==> src/rtl/mac_test_sequencer.sv <==
// Self-test sequencer for the unpipelined int8 MAC: fetches each stored
// vector, issues it to the MAC, waits for the result (with timeout),
// compares it bitwise against the stored expectation and keeps statistics.
module mac_test_sequencer #(
  parameter int NUM_VECTORS = 1000,
  parameter int IDX_W       = 10,
  parameter int TIMEOUT     = 64
) (
  input  logic             clk,
  input  logic             RST,
  input  logic             start,
  input  logic             abort,
  output logic             vec_rd,
  output logic [IDX_W-1:0] vec_idx,
  input  logic [7:0]       vec_a,
  input  logic [7:0]       vec_b,
  input  logic [31:0]      vec_c,
  input  logic [31:0]      vec_mac,
  output logic [7:0]       mac_a,
  output logic [7:0]       mac_b,
  output logic [31:0]      mac_c,
  output logic             mac_en,
  input  logic             mac_rdy,
  input  logic             mac_valid,
  input  logic [31:0]      mac_result,
  output logic             busy,
  output logic             done,
  output logic             mismatch,
  output logic             timeout_err,
  output logic [15:0]      pass_count,
  output logic [15:0]      fail_count,
  output logic [IDX_W-1:0] first_fail_idx
);

  typedef enum logic [2:0] {
    S_IDLE, S_FETCH, S_LOAD, S_ISSUE, S_WAIT, S_CHECK, S_DONE
  } state_e;

  localparam int                 CNT_W    = (TIMEOUT > 1) ? $clog2(TIMEOUT) : 1;
  localparam logic [CNT_W-1:0]   CNT_LAST = CNT_W'(TIMEOUT - 1);
  localparam logic [IDX_W-1:0]   IDX_LAST = IDX_W'(NUM_VECTORS - 1);

  state_e             state_q, state_d;
  logic [IDX_W-1:0]   idx_q;
  logic [7:0]         mac_a_q, mac_b_q;
  logic [31:0]        mac_c_q, exp_q, res_q;
  logic               tmo_q;
  logic [CNT_W-1:0]   wcnt_q;
  logic [15:0]        pass_q, fail_q;
  logic [IDX_W-1:0]   ffi_q;
  logic               terr_q;

  logic accept, load_en, cap_valid, cap_tmo, chk_en, pass_now;

  // Counters stick at all-ones instead of wrapping.
  function automatic logic [15:0] sat_inc(input logic [15:0] v);
    return (v == 16'hFFFF) ? v : v + 16'd1;
  endfunction

  // A timed-out vector always fails, whatever stale value sits in res_q.
  assign pass_now = (res_q == exp_q) && !tmo_q;

  // State register
  always_ff @(posedge clk or negedge RST) begin
    if (!RST) state_q <= S_IDLE;
    else      state_q <= state_d;
  end

  // Next-state and strobe decode; abort overrides everything, including start
  always_comb begin
    state_d   = state_q;
    vec_rd    = 1'b0;
    mac_en    = 1'b0;
    mismatch  = 1'b0;
    accept    = 1'b0;
    load_en   = 1'b0;
    cap_valid = 1'b0;
    cap_tmo   = 1'b0;
    chk_en    = 1'b0;
    if (abort) begin
      state_d = S_IDLE;
    end else begin
      case (state_q)
        S_IDLE, S_DONE: begin
          if (start) begin
            accept  = 1'b1;
            state_d = S_FETCH;
          end
        end
        S_FETCH: begin
          vec_rd  = 1'b1;
          state_d = S_LOAD;
        end
        S_LOAD: begin
          load_en = 1'b1;
          state_d = S_ISSUE;
        end
        S_ISSUE: begin
          if (mac_rdy) begin
            mac_en  = 1'b1;
            state_d = S_WAIT;
          end
        end
        S_WAIT: begin
          // A result arriving on the timeout cycle still counts as a result.
          if (mac_valid) begin
            cap_valid = 1'b1;
            state_d   = S_CHECK;
          end else if (wcnt_q == CNT_LAST) begin
            cap_tmo = 1'b1;
            state_d = S_CHECK;
          end
        end
        S_CHECK: begin
          chk_en   = 1'b1;
          mismatch = !pass_now;
          state_d  = (idx_q == IDX_LAST) ? S_DONE : S_FETCH;
        end
        default: state_d = S_IDLE;
      endcase
    end
  end

  // Operand hold registers, result capture, wait counter and run statistics
  always_ff @(posedge clk or negedge RST) begin
    if (!RST) begin
      idx_q   <= '0;
      mac_a_q <= '0;
      mac_b_q <= '0;
      mac_c_q <= '0;
      exp_q   <= '0;
      res_q   <= '0;
      tmo_q   <= 1'b0;
      wcnt_q  <= '0;
      pass_q  <= '0;
      fail_q  <= '0;
      ffi_q   <= '0;
      terr_q  <= 1'b0;
    end else begin
      if (accept) begin
        idx_q  <= '0;
        pass_q <= '0;
        fail_q <= '0;
        ffi_q  <= '0;
        terr_q <= 1'b0;
      end
      if (load_en) begin
        mac_a_q <= vec_a;
        mac_b_q <= vec_b;
        mac_c_q <= vec_c;
        exp_q   <= vec_mac;
      end
      if (mac_en) begin
        wcnt_q <= '0;
        tmo_q  <= 1'b0;
      end else if (state_q == S_WAIT) begin
        wcnt_q <= wcnt_q + CNT_W'(1);
      end
      if (cap_valid) res_q <= mac_result;
      if (cap_tmo) begin
        tmo_q  <= 1'b1;
        terr_q <= 1'b1;
      end
      if (chk_en) begin
        if (pass_now) begin
          pass_q <= sat_inc(pass_q);
        end else begin
          fail_q <= sat_inc(fail_q);
          if (fail_q == 16'd0) ffi_q <= idx_q;
        end
        if (idx_q != IDX_LAST) idx_q <= idx_q + IDX_W'(1);
      end
    end
  end

  assign vec_idx        = idx_q;
  assign mac_a          = mac_a_q;
  assign mac_b          = mac_b_q;
  assign mac_c          = mac_c_q;
  assign busy           = (state_q != S_IDLE) && (state_q != S_DONE);
  assign done           = (state_q == S_DONE);
  assign timeout_err    = terr_q;
  assign pass_count     = pass_q;
  assign fail_count     = fail_q;
  assign first_fail_idx = ffi_q;

endmodule

==> config.mk <==
export PLATFORM = sky130hd
export DESIGN_NAME = mac_test_sequencer
export DESIGN_NICKNAME = d
export VERILOG_FILES = /design/src/rtl/mac_test_sequencer.sv
export SDC_FILE = /design/constraint.sdc
export NUM_CORES = 1
export LEC_CHECK = 0
export ABC_AREA = 1
export BUFFER_PORTS_ARGS = -buffer_cell sky130_fd_sc_hd__buf_2
export CORE_AREA = 2 2 139 141
export CTS_CLUSTER_SIZE = 20
export DETAILED_ROUTE_END_ITERATION = 7
export DIE_AREA = 0 0 141 143
export PLACE_DENSITY = 0.79
export SLEW_MARGIN = 25
export SYNTH_ARGS = -nofsm -noshare
export SYNTH_HDL_FRONTEND = slang
export SYNTH_SLANG_ARGS = --single-unit
export TNS_END_PERCENT = 30
==> constraint.sdc <==
create_clock -name clk -period 1.6 [get_ports clk]
set_input_delay 0.24 -clock clk [delete_from_list [all_inputs] [get_ports clk]]
set_output_delay 0.24 -clock clk [all_outputs]
set_load 0.005 [all_outputs]
==> impl_metrics.tcl <==
set metrics [dict create \
    worstSetupPathType "flop to output pin" \
    die_h_um 143 \
    dr.pass1.iters 5 \
    crit_family "simple AND/OR/NAND/NOR gates" \
    core_area_mm2 0.0186 \
    area_delta_synth_final_pct 40.3 \
    clock_latency_ns 0.43 \
    gr-usage-met1_pct 29.9 \
    antenna_found_initial 1 \
    hold_ws_ns 0.0215 \
    max-slew-margin-rel_pct 75.4 \
    netlist_area_mm2 0.00897 \
    gr-usage-met3_pct 5.84 \
    cts_tree "yes" \
    antenna_left 0 \
    post_drt_wl_per_cell_um 15.4 \
    die_area_mm2 0.0202 \
    powerDensity_mw_per_mm2 1280 \
    grt-ovfl-total 0 \
    num-fill-cells 1378 \
    met2_usage_pct 46.5 \
    yosys_register_bits 175 \
    worstPathArrival_ns 1.88 \
    layout-drive-gt1-share_pct 38.8 \
    cp-end-kind "output pin" \
    drc 0 \
    grt_max_degree 53 \
    cts_made_buffers 17 \
    fin_skew_ns 0.00810 \
    power_frac_seq_pct 39.9 \
    finalWorstPathRequiredPeriod_ns 2.12 \
    status "complete, but fails checks" \
    wl_um 26300 \
    timing.fmax_mhz 472 \
    sw_frac_of_total_pct 34.1 \
    die-width_um 141 \
    viasPerCell 5.23 \
    cts_root_buf "clkbuf_16" \
    synth_top_area_cell "dfrtp_1" \
    first_global_vias 9008 \
    cts_num_sinks 175 \
    hold_viol 0 \
    critical_path.max_stage_delay_ns 0.39 \
    final_max_slew_viol_count 0 \
    h-tree-depth 4 \
    layout.nets 1583 \
    place_congestion 0.924 \
    setup_slack_ns -0.518 \
    pwr-share-comb_pct 34.0 \
    ios 224 \
    ys_seq_area_share_pct 48.8 \
    final_util_pct 67.8 \
    syn_inst 1096 \
    drv_cap 0 \
    num_vias 8928 \
    p_clk_share_pct 26.1 \
    start_util_pct 48.3 \
    clk_pin_slew_worst_paths_ns 0.08 \
    synth-edff-count 0 \
    drtIter0Drc 663 \
    clock_path_buffers 2 \
    slowest_stage "dfrtp_1" \
    critical_path_buf_inv_count 3 \
    synth.area.top_cells "dfrtp_1, nand2_1, mux2_2, nor2_1, inv_1" \
    worst_slew_pin_slew_ns 0.367 \
    synth_warnings 0 \
    p_sw_w 0.00550 \
    synth.avg_cell_area_um2 8.19 \
    pre_cts_slack_ns -0.214 \
    p_int_w 0.0107 \
    synthFlopType "dfrtp_1" \
    violations "negative setup slack" \
    setup_viol 46 \
    track_usage_pct 26.0 \
    crit_top_cell "nand2_1" \
    grt_first_pass_wirelength_um 41900 \
    vdd_drop_max_v 0.000909 \
    worst-path-max-fanout 3 \
    p_leak_nw 6.65 \
    synth_top_area_share_pct 48.8 \
    synth_async_sr_flop_share_pct 100 \
    critPathLaunchType "flop" \
    crit_chain "inv_2, or2_1, nand2_1, nor2_1, nand2_1, nor2_2, nand3_4, nand2_4, inv_4, buf_6" \
    syn-num-nets 1219 \
    synth_cell_type_count 42 \
    post-dp-hpwl_um 18100 \
    busiest_layer "met2" \
    grt_setup_unrepaired "yes" \
    worst_hold_path_type "input port to flop" \
    crit_required_ns 1.36 \
    portBuffers 223 \
    row_count 50 \
    fin_crit_sh_pct 132 \
]
## cell type report
cell class | count | area [µm²] | area share, %
Timing Repair Buffer | 382 | 2590 | 20.5
Antenna cell | 1 | 2.50 | 0.0199
Sequential cell | 175 | 4380 | 34.8
Clock inverter | 15 | 186 | 1.48
Inverter | 139 | 529 | 4.20
Clock buffer | 17 | 425 | 3.38
Multi-Input combinational cell | 745 | 4190 | 33.2
Tap cell | 234 | 293 | 2.33
## what timing repair did
| action | CTS | global route |
|---|---|---|
| setup buffers | 10 | 13 |
| endpoints found under the setup margin | 49 | 122 |
| endpoints found under the hold margin | 32 | 0 |
| hold buffers | 1 | 0 |
| gates resized for setup | 31 | 75 |
| gates cloned | 2 | 1 |
| pin swaps | 16 | 49 |
## cells by family after synthesis
| family | Yosys count | synth area share, % |
|---|---|---|
| buf+inv | 177 | 8.06 |
| flops | 175 | 48.8 |
| fa+ha+maj | 5 | 0.697 |
| compound gates | 97 | 5.68 |
| mux | 63 | 7.91 |
| xor+xnor | 28 | 2.73 |
| simple gates | 551 | 26.1 |
## state kept, by name, indices dropped and copies added, names as in the netlist
name and count:
mac_a 8, state_q 3, res_q 32, timeout_err 1
fail_count 16, first_fail_idx 10, vec_idx 10, mac_c 32
mac_b 8, tmo_q 1, pass_count 16, exp_q 32
wcnt_q 6
## cells in the final DEF (no fill, tap or decap), drive strengths merged
cell type,synthesis,layout
ha,5,5
xnor2,4,4
xor2,24,24
mux2,63,63
o221ai,1,1
nand4,12,12
o22ai,1,1
nor2,144,144
nand3b,3,3
or2,1,1
o211ai,1,1
nand3,92,92
diode,0,1
nor3b,1,1
o21ai,30,30
inv,137,145
dfrtp,175,175
buf,31,381
nor4,2,2
dlygate4sd3,0,1
a21oi,56,56
a31oi,4,4
a211oi,1,1
o2bb2ai,1,1
o31ai,1,1
and2,1,1
clkbuf,7,17
clkinv,2,9
o21a,1,1
nor3,27,27
nand2,268,269
## synthesized netlist by cell type (13+ instances only)
master,count
dfrtp_1,175
nand2_1,266
o21ai_1,18
buf_2,23
inv_1,124
nand3_1,89
a21oi_1,56
nor2_1,139
xor2_1,24
inv_2,13
nor3_1,25
mux2_2,55
## power by group through the flow
stage / Sequential [W] / Combinational [W] / Clock, W
3_3_place_gp: 0.00640 / 0.00474 / 0
5_1_grt: 0.00660 / 0.00603 / 0.00447
3_5_place_dp: 0.00647 / 0.00492 / 0
6_report: 0.00645 / 0.00549 / 0.00422
2_1_floorplan: 0.00642 / 0.00257 / 0
4_1_cts: 0.00641 / 0.00510 / 0.00430
## worst paths after layout
kind	startpoint	to	slack, ns	depth (start not counted)
setup / recovery	res_q[29]	mismatch	-0.52	10
hold / removal	mac_result[12]	res_q[12]	0.02	2
setup reg to reg	res_q[29]	fail_count[15]	-0.37	13
hold reg to reg	wcnt_q[5]	wcnt_q[5]	0.48	1
max in group asynchronous	RST	fail_count[13]	0.77	3
min in group asynchronous	RST	mac_c[0]	0.23	2
## worst register-to-register path: stages (launching register included)
cell and delay [ns]:
dfrtp_1 0.39, inv_2 0.07, or2_1 0.14, nand2_1 0.08, nor2_1 0.13, nand2_1 0.11, nor2_2 0.18, nand3_4 0.12
buf_4 0.19, buf_6 0.16, nand2_1 0.08, nand2_1 0.06, nand2_1 0.07, nand3_1 0.07
## routing by layer
| layer | part of all wire, % | wire length (µm) |
|---|---|---|
| met4 | 3.9 | 1020 |
| met2 | 51 | 13400 |
| met3 | 6.5 | 1720 |
| met5 | 0 | 0 |
| met1 | 39 | 10200 |
## per-stage QoR
step / power [W] / TNS, ns / cells / instance area [µm²]
2_1_floorplan: 0.00898 / 0 / 1096 / 8970
3_3_place_gp: 0.0111 / -3.10 / 1650 / 11400
3_5_place_dp: 0.0114 / -5.85 / 1650 / 11400
4_1_cts: 0.0158 / -8.69 / 1694 / 12200
5_1_grt: 0.0171 / -16.90 / 1708 / 12600
6_report: 0.0162 / -13.54 / 1708 / 12600
(Power assumes the default switching activity.)
